===== src/rtl/tdm_demux_4.sv =====
// 4-slot time-division demultiplexer: steers a serial word stream (slot 0 marked by sof)
// into four parallel outputs that update together once a complete frame has arrived.
module tdm_demux_4 #(
    parameter int W = 8
) (
    input  logic         clk,
    input  logic         rst,
    input  logic [W-1:0] din,
    input  logic         din_valid,
    input  logic         sof,
    output logic [W-1:0] y0,
    output logic [W-1:0] y1,
    output logic [W-1:0] y2,
    output logic [W-1:0] y3,
    output logic [1:0]   slot,
    output logic         locked,
    output logic         frame_done,
    output logic         sync_err
);

    typedef enum logic [0:0] {
        HUNT   = 1'b0,
        LOCKED = 1'b1
    } state_t;

    state_t       state;
    logic [W-1:0] sh0;
    logic [W-1:0] sh1;
    logic [W-1:0] sh2;

    assign locked = (state == LOCKED);

    // Frame alignment FSM, shadow capture and whole-frame output transfer
    always_ff @(posedge clk or posedge rst) begin
        if (rst) begin
            state      <= HUNT;
            slot       <= 2'd0;
            sh0        <= '0;
            sh1        <= '0;
            sh2        <= '0;
            y0         <= '0;
            y1         <= '0;
            y2         <= '0;
            y3         <= '0;
            frame_done <= 1'b0;
            sync_err   <= 1'b0;
        end else begin
            frame_done <= 1'b0;
            sync_err   <= 1'b0;
            if (din_valid) begin
                case (state)
                    HUNT: begin
                        if (sof) begin
                            sh0   <= din;
                            slot  <= 2'd1;
                            state <= LOCKED;
                        end else begin
                            slot  <= 2'd0;
                        end
                    end
                    LOCKED: begin
                        if (slot == 2'd0) begin
                            if (sof) begin
                                sh0  <= din;
                                slot <= 2'd1;
                            end else begin
                                sync_err <= 1'b1;
                                slot     <= 2'd0;
                                state    <= HUNT;
                            end
                        end else if (sof) begin
                            // Early sof: drop the partial frame and restart on this word
                            sync_err <= 1'b1;
                            sh0      <= din;
                            slot     <= 2'd1;
                        end else begin
                            case (slot)
                                2'd1: begin
                                    sh1  <= din;
                                    slot <= 2'd2;
                                end
                                2'd2: begin
                                    sh2  <= din;
                                    slot <= 2'd3;
                                end
                                2'd3: begin
                                    y0         <= sh0;
                                    y1         <= sh1;
                                    y2         <= sh2;
                                    y3         <= din;
                                    slot       <= 2'd0;
                                    frame_done <= 1'b1;
                                end
                                default: begin
                                    slot <= 2'd0;
                                end
                            endcase
                        end
                    end
                    default: begin
                        state <= HUNT;
                        slot  <= 2'd0;
                    end
                endcase
            end
        end
    end

endmodule


===== config.mk =====
export PLATFORM = sky130hd
export DESIGN_NAME = tdm_demux_4
export DESIGN_NICKNAME = d
export VERILOG_FILES = /design/src/rtl/tdm_demux_4.sv
export SDC_FILE = /design/constraint.sdc
export NUM_CORES = 1
export LEC_CHECK = 0
export ABC_AREA = 1
export CORE_MARGIN = 8
export CORE_UTILIZATION = 30
export DETAILED_ROUTE_END_ITERATION = 8
export DONT_BUFFER_PORTS = 1
export PLACE_DENSITY = 0.53
export SKIP_CTS_REPAIR_TIMING = 1
export SLEW_MARGIN = 5
export SYNTH_ARGS = -nofsm -noshare
export SYNTH_HDL_FRONTEND = slang
export SYNTH_SLANG_ARGS = --single-unit

===== constraint.sdc =====
create_clock -name clk -period 2.1 [get_ports clk]
set_input_delay 0.42 -clock clk [delete_from_list [all_inputs] [get_ports clk]]
set_output_delay 0.42 -clock clk [all_outputs]
set_load 0.03 [all_outputs]

==> flow_metrics.env <==
export IMPL_layout_min_cycle_time_ps=1680
export IMPL_r2r_slack_ps=420
export IMPL_grt_overflow_total=0
export IMPL_end_kind="flop"
export IMPL_maxSlewViolCount=0
export IMPL_tightestPinTransition_ps=496
export IMPL_seq_power_share_pct=50.1
export IMPL_worstSetupPathType="reg -> reg"
export IMPL_insertedDiodeCount=0
export IMPL_mostFrequentLayoutCells="124 x nand2_1, 61 x dfrtp_1, 50 x nand3_1"
export IMPL_seq_area_frac_synth_pct=60.8
export IMPL_io_pins=49
export IMPL_crit_buf_inv=4
export IMPL_endpoint="sh1[0]"
export IMPL_netlist_area_um2=2510
export IMPL_crit_chain="inv_1, ha_1, inv_1, ha_1, inv_1, nor2_4, buf_12, nand3_1, nand2_1"
export IMPL_die_height_um=108
export IMPL_pwr_share_clk_pct=41.8
export IMPL_grt_pass1_vias=1831
export IMPL_startpoint="slot[0]"
export IMPL_routed_wl_mm=5.98
export IMPL_worst_hold_path_type="in -> async"
export IMPL_finalHoldViolations=0
export IMPL_fin_nets=299
export IMPL_power_density_nw_per_um2=1050
export IMPL_routed_via_density=4.59
export IMPL_drt_iter0_markers=103
export IMPL_switching_share_pct=25.9
export IMPL_crit_slowest_cell="dfrtp_1"
export IMPL_status="finished, final reports clean"
export IMPL_r2r_cells=9
export IMPL_start_kind="flop"
export IMPL_layout_commonest_cell="nand2_1"
export IMPL_relSlewSlack_pct=67.0
export IMPL_synth_warnings=0
export IMPL_grt_setup_unrepaired="false"
export IMPL_synth_seq_cells=61
export IMPL_crit_family="buffers and inverters"
export IMPL_crit_required_ps=2370
export IMPL_critical_path_max_fanout=48
export IMPL_port_buffers=0
export IMPL_r2r_start="slot[0]"
export IMPL_ys_types=16
export IMPL_setup_tns_final_ps=0
export IMPL_r2r_end="sh1[0]"
export IMPL_grt_max_degree=62
export IMPL_ir_drop_uv=472
export IMPL_cts_root_buf="clkbuf_8"
export IMPL_post_drt_wl_per_cell_um=15.3
export IMPL_syn_to_final_growth_pct=14.4
export IMPL_drc=0
export IMPL_fin_worst_skew_ps=9.14
export IMPL_rows=33
export IMPL_gp_routability_congestion=0.825
export IMPL_cts_htree_levels=3
export IMPL_syn_mean_instance_area_um2=9.04
export IMPL_clock_latency_ps=340
export IMPL_grt_usage_pct=11.1
export IMPL_p_int_mw=2.23
export IMPL_total_power_mw=3.01
export IMPL_die_area_um2=11600
export IMPL_cts_buffers_inserted=9
export IMPL_post_route_period_util_pct=80.1
export IMPL_leakagePower_nw=1.56
export IMPL_dr_pass1_iters=4
export IMPL_ant_nets=0
export IMPL_cts_sinks=61
export IMPL_die_x_um=108
export IMPL_fmax_mhz=595
export IMPL_cpMostUsedCell="inv_1"
export IMPL_vias=1794
export IMPL_drive_gt1_share_pct=8.74
export IMPL_core_um2=8180
export IMPL_arrival_ps=1960
export IMPL_start_util_pct=30.7
export IMPL_grt_pass1_wl_mm=9.94
export IMPL_setup_viol_count_final=0
export IMPL_netlist_instances=278
export IMPL_cp_depth=9
export IMPL_power_frac_comb_pct=8.1
export IMPL_fillCellCount=869
export IMPL_drv_cap=0
export IMPL_synth_nets=296
export IMPL_slowest_delay_ps=390
export IMPL_clk_path_buf_depth=2
export IMPL_clk_pin_slew_ps=70
export IMPL_power_switching_uw=780
export IMPL_hpwlAfterDp_mm=4.12
export IMPL_cts_tree="done"
export IMPL_antenna_found_initial=0
-- state kept, by name, indices dropped and copies added, names as in the netlist --
name	flops
sync_err	1
y1	8
locked	1
slot	2
sh1	8
sh0	8
y3	8
y0	8
frame_done	1
y2	8
sh2	8
-- area by class of cell --
cell class	instances	area (um^2)	area share, %
Sequential cell	61	1530	53.1
Multi-Input combinational cell	192	861	30.0
Clock buffer	12	145	5.05
Tap cell	105	131	4.57
Clock inverter	4	95.1	3.31
Timing Repair Buffer	7	77.6	2.70
Inverter	10	37.5	1.31
-- cells by family after synthesis --
group           share of synthesized area [%]
simple gates                             30.9
flops                                    60.8
buf+inv                                  4.98
fa+ha+maj                                2.99
compound gates                          0.398
-- routing by layer --
metal,vias to the layer above,global-route usage (%),routed length [um],part of all wire [%]
li1,886,-,-,-
met1,856,13.9,2680,45
met2,45,16.0,2720,45
met3,7,5.93,530,8.9
met4,0,3.57,53,0.89
met5,-,0,0,0
-- worst reg2reg max path: cells and delay by family (launching register included) --
kind                     cells  cell delay (ps)
adder cells (fa/ha/maj)      2              430
buffers and inverters        4              470
AND/OR/NAND/NOR              3              320
flip-flops                   1              390
-- synth_stat cells --
master    number  area share (%)
nand2_2        2            0.50
o21ai_0        1            0.20
clkbuf_1       4            0.60
clkinv_1       1            0.15
nand3_1       50              10
buf_6          3             1.3
nand2_1      124              19
nor2_4         1            0.45
dfrtp_1       61              61
inv_1          9             1.3
buf_2          7             1.4
a21oi_1        1            0.20
nor2_1         3            0.45
nand4_1        4             1.0
buf_1          1            0.15
ha_1           6             3.0
-- stage by stage --
| stage | area (um^2) | utilization (%) | hold WS, ps | cells | setup slack, ps |
|---|---|---|---|---|---|
| after floorplan | 2510 | - | 443 | 278 | 167 |
| after detailed placement | 2630 | 32.2 | 404 | 375 | 431 |
| final | 2870 | 35.2 | 20.7 | 391 | 419 |
| after CTS | 2870 | 35.2 | 25.5 | 391 | 409 |
| after global placement | 2630 | 32.2 | 399 | 375 | 443 |
| after global routing | 2870 | 35.2 | 23.3 | 391 | 282 |
-- worst min path at each step --
| stage | startpoint | endpoint | slack (ps) | cells after the start |
|---|---|---|---|---|
| 2_1_floorplan | sh1[7] | sh1[7] | 440 | 2 |
| 3_3_place_gp | rst | y3[6] | 400 | 2 |
| 3_5_place_dp | rst | y3[6] | 400 | 2 |
| 4_1_cts | rst | y3[6] | 30 | 2 |
| 5_1_grt | rst | y3[6] | 20 | 2 |
| 6_report | rst | y3[6] | 20 | 2 |
-- power groups by stage --
stage	sequential [mW]	clock, mW	combinational, mW
2_1_floorplan	1.50	0	0.194
3_5_place_dp	1.53	0	0.250
3_3_place_gp	1.53	0	0.243
6_report	1.51	1.26	0.245
5_1_grt	1.53	1.35	0.294
4_1_cts	1.51	1.29	0.251
(Power assumes the default switching activity.)
